$ cat src/rtl/branch_sequencer.sv
// Branch/jump resolution sequencer: owns the shared compare unit for one control-transfer
// op at a time and returns taken / next-PC / link over a valid/ready result channel.
`timescale 1ns/1ps
module branch_sequencer #(
  parameter int IALIGN = 32
) (
  input  logic        clk,
  input  logic        rst,
  input  logic        in_valid,
  output logic        in_ready,
  input  logic [1:0]  in_kind,
  input  logic [2:0]  in_funct3,
  input  logic [31:0] in_pc,
  input  logic [31:0] in_rs1,
  input  logic [31:0] in_rs2,
  input  logic [31:0] in_imm,
  input  logic        flush,
  output logic [31:0] cmp_a,
  output logic [31:0] cmp_b,
  output logic [2:0]  cmp_op,
  input  logic        cmp_result,
  output logic        res_valid,
  input  logic        res_ready,
  output logic        res_taken,
  output logic        res_misaligned,
  output logic        res_illegal,
  output logic [31:0] res_next_pc,
  output logic [31:0] res_link
);

  typedef enum logic [1:0] {
    S_IDLE = 2'd0,
    S_EVAL = 2'd1,
    S_HOLD = 2'd2
  } state_t;

  localparam logic [1:0] KIND_BRANCH = 2'b00;
  localparam logic [1:0] KIND_JAL    = 2'b01;
  localparam logic [1:0] KIND_JALR   = 2'b10;

  state_t      r_state;
  logic [1:0]  r_kind;
  logic [31:0] r_pc;
  logic [31:0] r_imm;
  logic [31:0] r_cmp_a;
  logic [31:0] r_cmp_b;
  logic [2:0]  r_cmp_op;
  logic        r_res_valid;
  logic        r_res_taken;
  logic        r_res_misaligned;
  logic        r_res_illegal;
  logic [31:0] r_res_next_pc;
  logic [31:0] r_res_link;

  logic        w_accept;
  logic [31:0] w_target;
  logic [31:0] w_pc4;
  logic        w_illegal;
  logic        w_taken;
  logic        w_misaligned;

  // Ready is held low through reset so nothing is accepted before the FSM is known-idle.
  assign in_ready = !rst && ((r_state == S_IDLE) || ((r_state == S_HOLD) && res_ready));
  assign w_accept = in_valid && in_ready;

  assign cmp_a          = r_cmp_a;
  assign cmp_b          = r_cmp_b;
  assign cmp_op         = r_cmp_op;
  assign res_valid      = r_res_valid;
  assign res_taken      = r_res_taken;
  assign res_misaligned = r_res_misaligned;
  assign res_illegal    = r_res_illegal;
  assign res_next_pc    = r_res_next_pc;
  assign res_link       = r_res_link;

  // Resolve the captured op; cmp_result is only meaningful while in EVAL.
  always_comb begin
    w_pc4        = r_pc + 32'd4;
    w_target     = r_pc + r_imm;
    w_illegal    = 1'b0;
    w_taken      = 1'b0;
    w_misaligned = 1'b0;
    case (r_kind)
      KIND_BRANCH: begin
        if ((r_cmp_op == 3'b010) || (r_cmp_op == 3'b011)) begin
          w_illegal = 1'b1;
        end else begin
          w_taken = cmp_result;
        end
      end
      KIND_JAL: begin
        w_taken = 1'b1;
      end
      KIND_JALR: begin
        w_target = (r_cmp_a + r_imm) & 32'hFFFF_FFFE;
        w_taken  = 1'b1;
      end
      default: begin
        w_illegal = 1'b1;
      end
    endcase
    if (IALIGN == 32'sd32) begin
      w_misaligned = w_taken && w_target[1];
    end else begin
      w_misaligned = 1'b0;
    end
  end

  // Control FSM with capture, result registers and flush handling.
  always_ff @(posedge clk) begin
    if (rst) begin
      r_state          <= S_IDLE;
      r_kind           <= 2'b00;
      r_pc             <= 32'd0;
      r_imm            <= 32'd0;
      r_cmp_a          <= 32'd0;
      r_cmp_b          <= 32'd0;
      r_cmp_op         <= 3'd0;
      r_res_valid      <= 1'b0;
      r_res_taken      <= 1'b0;
      r_res_misaligned <= 1'b0;
      r_res_illegal    <= 1'b0;
      r_res_next_pc    <= 32'd0;
      r_res_link       <= 32'd0;
    end else if (flush) begin
      // Flush drops any op offered this cycle and withdraws a pending result.
      r_state     <= S_IDLE;
      r_res_valid <= 1'b0;
    end else begin
      if (w_accept) begin
        r_kind   <= in_kind;
        r_pc     <= in_pc;
        r_imm    <= in_imm;
        r_cmp_a  <= in_rs1;
        r_cmp_b  <= in_rs2;
        r_cmp_op <= in_funct3;
      end
      case (r_state)
        S_IDLE: begin
          if (w_accept) begin
            r_state <= S_EVAL;
          end else begin
            r_state <= S_IDLE;
          end
        end
        S_EVAL: begin
          r_res_taken      <= w_taken;
          r_res_illegal    <= w_illegal;
          r_res_misaligned <= w_misaligned;
          r_res_next_pc    <= w_taken ? w_target : w_pc4;
          r_res_link       <= w_pc4;
          r_res_valid      <= 1'b1;
          r_state          <= S_HOLD;
        end
        S_HOLD: begin
          if (res_ready) begin
            r_res_valid <= 1'b0;
            r_state     <= w_accept ? S_EVAL : S_IDLE;
          end else begin
            r_state <= S_HOLD;
          end
        end
        default: begin
          r_state     <= S_IDLE;
          r_res_valid <= 1'b0;
        end
      endcase
    end
  end

endmodule

$ cat config.mk
export PLATFORM = sky130hd
export DESIGN_NAME = branch_sequencer
export DESIGN_NICKNAME = d
export VERILOG_FILES = /design/src/rtl/branch_sequencer.sv
export SDC_FILE = /design/constraint.sdc
export NUM_CORES = 1
export LEC_CHECK = 0
export CORE_ASPECT_RATIO = 1.4
export CORE_UTILIZATION = 55
export CTS_BUF_LIST = sky130_fd_sc_hd__clkbuf_4
export DETAILED_ROUTE_END_ITERATION = 7
export DONT_BUFFER_PORTS = 1
export MAX_ROUTING_LAYER = met4
export PLACE_DENSITY = 0.76
export SLEW_MARGIN = 20
export SYNTH_ARGS = -nofsm -noshare
export SYNTH_HDL_FRONTEND = slang
export SYNTH_SLANG_ARGS = --single-unit
$ cat constraint.sdc
create_clock -name clk -period 4.2 [get_ports clk]
set_clock_uncertainty 0.2 [all_clocks]
set_input_delay 0.84 -clock clk [delete_from_list [all_inputs] [get_ports clk]]
set_output_delay 0.84 -clock clk [all_outputs]
set_load 0.05 [all_outputs]
==> metrics.txt, run 1 <==
Hold Violations, Final=0; TNS Setup=0 ns; Congestion Overflow GR=0; Yosys reg bits=203; CTS tree=done; Row Count=61; Buffers on Ports=0; hpwl dp=23570 um; post-synthesis adder-cell area fraction=0.07718; CORE AREA=19770 um2; vias=10.32k; Max Cap Violations=0; Clk Latency, worst-skew pair=0.65 ns; Avg Synthesized Cell Area=7.594 um2; Worst Path Arrival=3.92 ns; CTS Hold Buffers Added=0; Iter 0 DRT Violations=693; Fmax=276.3 MHz; vias in the first global route=9633; clk buf depth=3; synth unique cells=68; EDFF count, synth=0; WL/cell=18.30 um; post-synthesis xor/xnor area fraction=0.06575; DR DRC count=0; Crit. Startpoint=cmp_a[1]$_SDFFE_PP0P_; vias per inst=5.967; Worst-path clk slew=0.07 ns; Util after Layout=0.5983; die span in x=121.8 um; first drt pass iteration count=5; Worst Hold Class=in2reg; Layout Nets=1651; internal power=2.907 mW; largest family of logic cells by synthesized area=compound AO/OA/AOI/OAI gates; Post-CTS Setup Inserts=0; Setup CP Type=reg2reg; Layout fillers=1866; share of synthesized registers carrying an async set or reset=0; crit end category=register; critical path's largest stage delay=0.55 ns; slowest CP cell=fa_1; Pwr Density=345.7 nW/um2; Final Max Slew Viols=0; Psw=1.181 mW; met2 usage=0.4829; Reg-to-Reg End=res_next_pc[26]$_SDFFE_PP0P_; starting density of the core=0.5593; pin count of the biggest net entering global routing=196; io pins=275; worst-margin pin slew=1.055 ns; crit path capture=res_next_pc[26]$_SDFFE_PP0P_; power share of the combinational group=0.082; Die Ht=169.8 um; share of cells above drive strength 1=0.07380; Synth Net Count=1662; number of buffers created by CTS=49; worst ir drop on vdd=0.0002168 V; met3 Use GR=0.05847; commonest cells after routing, fill and taps aside=353 x nand2_1, 229 x a21oi_1, 203 x dfxtp_1, 104 x nor2_1, 68 x clkbuf_4; crit path time final=3.619 ns; H-tree lvl count=2; Synth Area in Compound Gates=0.2363; GR Util met1=0.3947; GP Congestion=0.9458; synth warn=0; switching part of the total power=0.2888; CTS root buffer=clkbuf_4; Crit Path Max Fanout=4; synthesized area=11060 um2; final period utilization=0.8618; status=finished clean; antenna violations before repair=1; GRT busiest layer=met2; Final Setup Violations=0; CP required=4.51 ns; mux contribution to synthesized area=0.004526; first-pass GRT wire length=49120 um; Synth Flop Type=dfxtp_1; leak pwr=4.662 nW; total track usage=0.3101; Resize count post-CTS=0; critical path launch point type=register; clock share of power=0.389; synthesized instance count=1456; CP cell instances=fa_1 > a21o_1 > a221oi_2 > o211ai_1 > o21ai_0 > o31a_1 > o21ai_0 > nor3b_1 > o41ai_1 > o211ai_1; P&R area growth vs syn=6.959%; r2r setup slk=0.58 ns; RSZ-0062 raised after global routing=false; Slew HR=0.2967; clk sink count=203; Seq pwr share=0.529; final WL=31660 um; Post-DRT Antenna Nets=0; die area=20680 um2; R2R cell count=10; register area share after synthesis=0.3675; most common cell after layout, fill and taps aside=nand2_1; Synth Area in Simple Gates=0.2162; FF-to-FF Start=cmp_a[1]$_SDFFE_PP0P_
## sequential cells by signal, summed over array words and instances (netlist names)
| signal | cells |
|---|---|
| cmp_a | 32 |
| cmp_b | 32 |
| cmp_op | 3 |
| r_imm | 32 |
| r_kind | 2 |
| r_pc | 32 |
| r_state | 2 |
| res_illegal | 1 |
| res_link | 32 |
| res_misaligned | 1 |
| res_next_pc | 32 |
| res_taken | 1 |
| res_valid | 1 |
## stage by stage
| step | setup WS, ns | total power [mW] | area (um2) | hold WS, ns | instances |
|---|---|---|---|---|---|
| floorplan | 0.6885 | 2.465 | 11060 | 0.2536 | 1456 |
| global placement | 0.7410 | 2.529 | 11230 | 0.2604 | 1646 |
| detailed placement | 0.5884 | 2.537 | 11230 | 0.2649 | 1646 |
| CTS | 0.5825 | 4.117 | 11820 | 0.03236 | 1729 |
| global route | 0.3133 | 4.263 | 11830 | 0.01885 | 1730 |
| finish | 0.5806 | 4.088 | 11830 | 0.05100 | 1730 |
## cells in the mapped netlist (3+ instances only)
library cell / number / area share
nand2_1: 353 / 0.12
a21oi_1: 229 / 0.10
dfxtp_1: 203 / 0.37
nor2_1: 104 / 0.035
clkbuf_1: 73 / 0.025
ha_1: 65 / 0.074
xor2_1: 48 / 0.038
o21ai_0: 44 / 0.020
xnor2_1: 35 / 0.028
nand3_1: 32 / 0.014
a21o_1: 29 / 0.020
a211oi_1: 27 / 0.018
nor3_1: 26 / 0.012
and3_1: 13 / 0.0074
inv_1: 13 / 0.0044
o211ai_1: 13 / 0.0088
nand4_1: 12 / 0.0068
o21a_1: 11 / 0.0075
a31oi_1: 10 / 0.0057
o21bai_1: 8 / 0.0054
o22ai_1: 8 / 0.0045
buf_1: 6 / 0.0020
a2111oi_0: 5 / 0.0040
a221oi_1: 5 / 0.0040
mux2i_1: 5 / 0.0045
a22oi_1: 4 / 0.0027
and2_1: 4 / 0.0023
and4_1: 4 / 0.0032
nand2b_1: 4 / 0.0023
or4_1: 4 / 0.0027
nand3b_1: 3 / 0.0020
nor2b_1: 3 / 0.0017
o21ai_1: 3 / 0.0014
o221ai_1: 3 / 0.0024
o41ai_1: 3 / 0.0024
or2_2: 3 / 0.0017
## how the worst min path moves through the flow
stage,end,slack [ns],from,cells after the start
floorplan,r_kind[0]$_SDFFE_PP0P_,0.25,r_kind[0]$_SDFFE_PP0P_,2
global placement,r_kind[0]$_SDFFE_PP0P_,0.26,r_kind[0]$_SDFFE_PP0P_,2
detailed placement,r_kind[0]$_SDFFE_PP0P_,0.26,r_kind[0]$_SDFFE_PP0P_,2
CTS,cmp_op[0]$_SDFFE_PP0P_,0.03,rst,1
global route,cmp_a[31]$_SDFFE_PP0P_,0.02,rst,1
finish,cmp_a[31]$_SDFFE_PP0P_,0.05,rst,1
## power groups by stage
stage / logic [mW] / clock network [mW] / registers (mW)
2_1_floorplan: 0.272 / 0 / 2.19
3_3_place_gp: 0.325 / 0 / 2.20
3_5_place_dp: 0.331 / 0 / 2.21
4_1_cts: 0.332 / 1.62 / 2.16
5_1_grt: 0.372 / 1.72 / 2.17
6_report: 0.334 / 1.59 / 2.16
## critical path: cells and delay by family, from the launching register on
kind,cells,cell delay (ns)
flip-flops,1,0.52
AND/OR/NAND/NOR,1,0.19
adder cells (fa/ha/maj),1,0.55
AO/OA/AOI/OAI,8,2.04
## logic make-up (layout without fill, tap and decap cells)
group	count (synthesis)	in the layout
flops	203	203
fa+ha+maj	67	67
other cells	0	1
buf+inv	95	116
mux	5	5
xor+xnor	83	83
simple gates	572	572
compound gates	431	431
## final cells by class
type	count	area, um2	area share
Antenna cell	1	2.502	0.0002116
Clock buffer	68	510.5	0.04317
Clock inverter	15	85.08	0.007194
Inverter	14	55.05	0.004655
Multi-Input combinational cell	1158	6651	0.5624
Sequential cell	203	4064	0.3436
Tap cell	252	315.3	0.02666
Timing Repair Buffer	19	142.6	0.01206
## per-layer routing
layer	wire length [um]	share of wire	vias up
met2	14580	0.46	406
met3	2502	0.079	71
met5	0	0	-
met4	982	0.031	0
li1	-	-	5101
met1	13600	0.43	4745
Power figures use the tool's default switching activity.
==> inputs of run 2 (changes only) <==
--- a/config.mk
+++ b/config.mk
@@ -5,13 +5,15 @@
 export SDC_FILE = /design/constraint.sdc
 export NUM_CORES = 1
 export LEC_CHECK = 0
+export CELL_PAD_IN_SITES_DETAIL_PLACEMENT = 1
+export CELL_PAD_IN_SITES_GLOBAL_PLACEMENT = 2
 export CORE_ASPECT_RATIO = 1.4
-export CORE_UTILIZATION = 55
+export CORE_UTILIZATION = 37
 export CTS_BUF_LIST = sky130_fd_sc_hd__clkbuf_4
 export DETAILED_ROUTE_END_ITERATION = 7
 export DONT_BUFFER_PORTS = 1
 export MAX_ROUTING_LAYER = met4
-export PLACE_DENSITY = 0.76
+export PLACE_DENSITY = 0.88
 export SLEW_MARGIN = 20
 export SYNTH_ARGS = -nofsm -noshare
 export SYNTH_HDL_FRONTEND = slang
==> run 2 against run 1 <==
  * Sequential cell count unchanged
  * Non-clock buffer count increased by 43
  * Clock-buffer cell count increased by 9
  * Total power increased by 6.5%
  * Die area increased by 48%
  * Core utilization decreased by 17 points
  * Sequential share of layout area decreased by 1.9 points
  * Via count increased by 4.4%
  * Cell count increased by 11%
  * Critical path depth unchanged
  * Combinational power increased by 24%
  * Worst hold slack improved by 0.0018 ns
  * Critical path type unchanged
==> metrics.txt, run 2 (synthesis results as in run 1) <==
leak pwr=4.925 nW (was 4.662 nW); die area=30590 um2 (was 20680 um2); WL/cell=21.17 um (was 18.30 um); Clk Latency, worst-skew pair=0.73 ns (was 0.65 ns); Worst Path Arrival=4.03 ns (was 3.92 ns); slowest CP cell=a2111oi_0 (was fa_1); vias per inst=5.638 (was 5.967); Post-Layout Cell Count=1912 (was 1730); Crit path max-delay family=compound AO/OA/AOI/OAI gates (unchanged); number of buffers created by CTS=54 (was 49); Util after Layout=0.4274 (was 0.5983); crit path time final=3.630 ns (was 3.619 ns); GP Congestion=0.9313 (was 0.9458); H-tree lvl count=2 (unchanged); CORE AREA=29260 um2 (was 19770 um2); critical path launch point type=register (unchanged); Final Max Slew Viols=0 (unchanged); DR DRC count=0 (unchanged); Worst-path clk slew=0.07 ns (about the same); CTS tree=done (unchanged); Hold Violations, Final=0 (unchanged); Fmax=275.5 MHz (was 276.3 MHz); CP cell instances=ha_1 > a21oi_1 > o21ai_0 > a21oi_1 > nand2_1 > a2111oi_0 > o31ai_1 > xnor2_1 > nand2_1 > o211ai_1 (was fa_1 > a21o_1 > a221oi_2 > o211ai_1 > o21ai_0 > o31a_1 > o21ai_0 > nor3b_1 > o41ai_1 > o211ai_1); most common cell after layout, fill and taps aside=nand2_1 (unchanged); total track usage=0.2698 (was 0.3101); vias in the first global route=11.21k (was 9633); Pwr Density=348.1 nW/um2 (was 345.7 nW/um2); first-pass GRT wire length=61810 um (was 49120 um); commonest cells after routing, fill and taps aside=353 x nand2_1, 229 x a21oi_1, 203 x dfxtp_1, 104 x nor2_1, 77 x clkbuf_4 (was 353 x nand2_1, 229 x a21oi_1, 203 x dfxtp_1, 104 x nor2_1, 68 x clkbuf_4); final WL=40480 um (was 31660 um); status=finished clean (unchanged); Cells after DPL=1786 (was 1646); Congestion Overflow GR=0 (unchanged); final period utilization=0.8642 (was 0.8618); die span in x=148.1 um (was 121.8 um); CP required=4.60 ns (was 4.51 ns); Final WS setup=0.5702 ns (was 0.5806 ns); pin count of the biggest net entering global routing=183 (was 196); Iter 0 DRT Violations=421 (was 693); vias=10.78k (was 10.32k); Max Cap Violations=0 (unchanged); critical path's largest stage delay=0.74 ns (was 0.55 ns); starting density of the core=0.3779 (was 0.5593); Resize count post-CTS=0 (unchanged); hpwl dp=29870 um (was 23570 um); Slew HR=0.3723 (was 0.2967); Buffers on Ports=0 (unchanged); clk sink count=203 (unchanged); TNS Setup=0 ns (unchanged); CTS root buffer=clkbuf_4 (unchanged); P&R area growth vs syn=13.10% (was 6.959%); first drt pass iteration count=5 (unchanged); clk buf depth=3 (unchanged); Layout Nets=1699 (was 1651); RSZ-0062 raised after global routing=false (unchanged); worst-margin pin slew=0.9415 ns (was 1.055 ns); Final Setup Violations=0 (unchanged); Crit Path Max Fanout=5 (was 4); Post-DRT Antenna Nets=0 (unchanged); Row Count=74 (was 61); r2r setup slk=0.57 ns (was 0.58 ns); post-place setup slack=0.5634 ns (was 0.5884 ns); Layout fillers=3671 (was 1866); Die Ht=206.5 um (was 169.8 um); Setup CP Type=reg2reg (unchanged); io pins=275 (unchanged); crit end category=register (unchanged); antenna violations before repair=2 (was 1); worst path buffer plus inverter count=0 (unchanged); worst ir drop on vdd=0.0001726 V (was 0.0002168 V); share of cells above drive strength 1=0.08687 (was 0.07380); Worst Hold Class=in2reg (unchanged)
==> run 2: changes by cell type in the layout (fill, tap and decap cells not counted) <==
cell / previous run / this run
dlygate4sd3_1: 0 / 30
buf_4: 19 / 29
clkbuf_4: 68 / 77
buf_16: 0 / 1
clkinv_2: 2 / 3
inv_2: 1 / 2
buf_12: 0 / 2
==> run 2: worst register-to-register path, stage by stage, from the launching register on <==
cell and delay (ns):
dfxtp_1 0.68, ha_1 0.40, a21oi_1 0.24, o21ai_0 0.15, a21oi_1 0.22, nand2_1 0.12, a2111oi_0 0.74, o31ai_1 0.39
xnor2_1 0.21, nand2_1 0.10, o211ai_1 0.08
==> run 2: power by group <==
group | internal, mW | leakage, nW | total (mW) | switching, mW
logic | 0.145 | 2.87 | 0.415 | 0.270
registers | 1.98 | 1.65 | 2.16 | 0.180
clock network | 0.901 | 0.406 | 1.77 | 0.874
==> run 2: layout make-up <==
| type | instances | area [um2] | share of cell area |
|---|---|---|---|
| Sequential cell | 203 | 4064 | 0.3250 |
| Inverter | 14 | 55.05 | 0.004402 |
| Clock inverter | 17 | 93.84 | 0.007504 |
| Multi-Input combinational cell | 1158 | 6651 | 0.5319 |
| Timing Repair Buffer | 62 | 585.6 | 0.04682 |
| Antenna cell | 1 | 2.502 | 0.0002001 |
| Clock buffer | 77 | 578.1 | 0.04622 |
| Tap cell | 380 | 475.5 | 0.03802 |
==> run 2: repair_timing <==
item,in CTS,in global routing
endpoints found under the hold margin,183,0
hold buffers,31,0
buffers inserted,0,0
==> run 2: per-layer routing <==
metal / wire length, um / track usage / vias up / share of wire
li1: - / - / 5205 / -
met1: 15250 / 0.2717 / 5128 / 0.38
met3: 2184 / 0.05275 / 121 / 0.054
met5: 0 / - / - / 0
met2: 20870 / 0.4868 / 325 / 0.52
met4: 2172 / 0.1521 / 0 / 0.054
==> run 2: worst paths after layout <==
check	start	end	cells past startpoint
worst max-delay path	cmp_a[18]$_SDFFE_PP0P_	res_next_pc[31]$_SDFFE_PP0P_	10
worst min-delay path	in_pc[25]	r_pc[25]$_SDFFE_PP0P_	2
worst max register to register	cmp_a[18]$_SDFFE_PP0P_	res_next_pc[31]$_SDFFE_PP0P_	10
worst min register to register	r_imm[2]$_SDFFE_PP0P_	r_imm[2]$_SDFFE_PP0P_	2
==> run 2: through the flow <==
stage / cell area, um2 / hold slack, ns / power (mW)
floorplan: 11060 / 0.2536 / 2.465
global placement: 11500 / 0.2630 / 2.561
detailed placement: 11500 / 0.2777 / 2.570
CTS: 12500 / 0.00004874 / 4.423
global route: 12510 / 0.01159 / 4.557
finish: 12510 / 0.05277 / 4.353
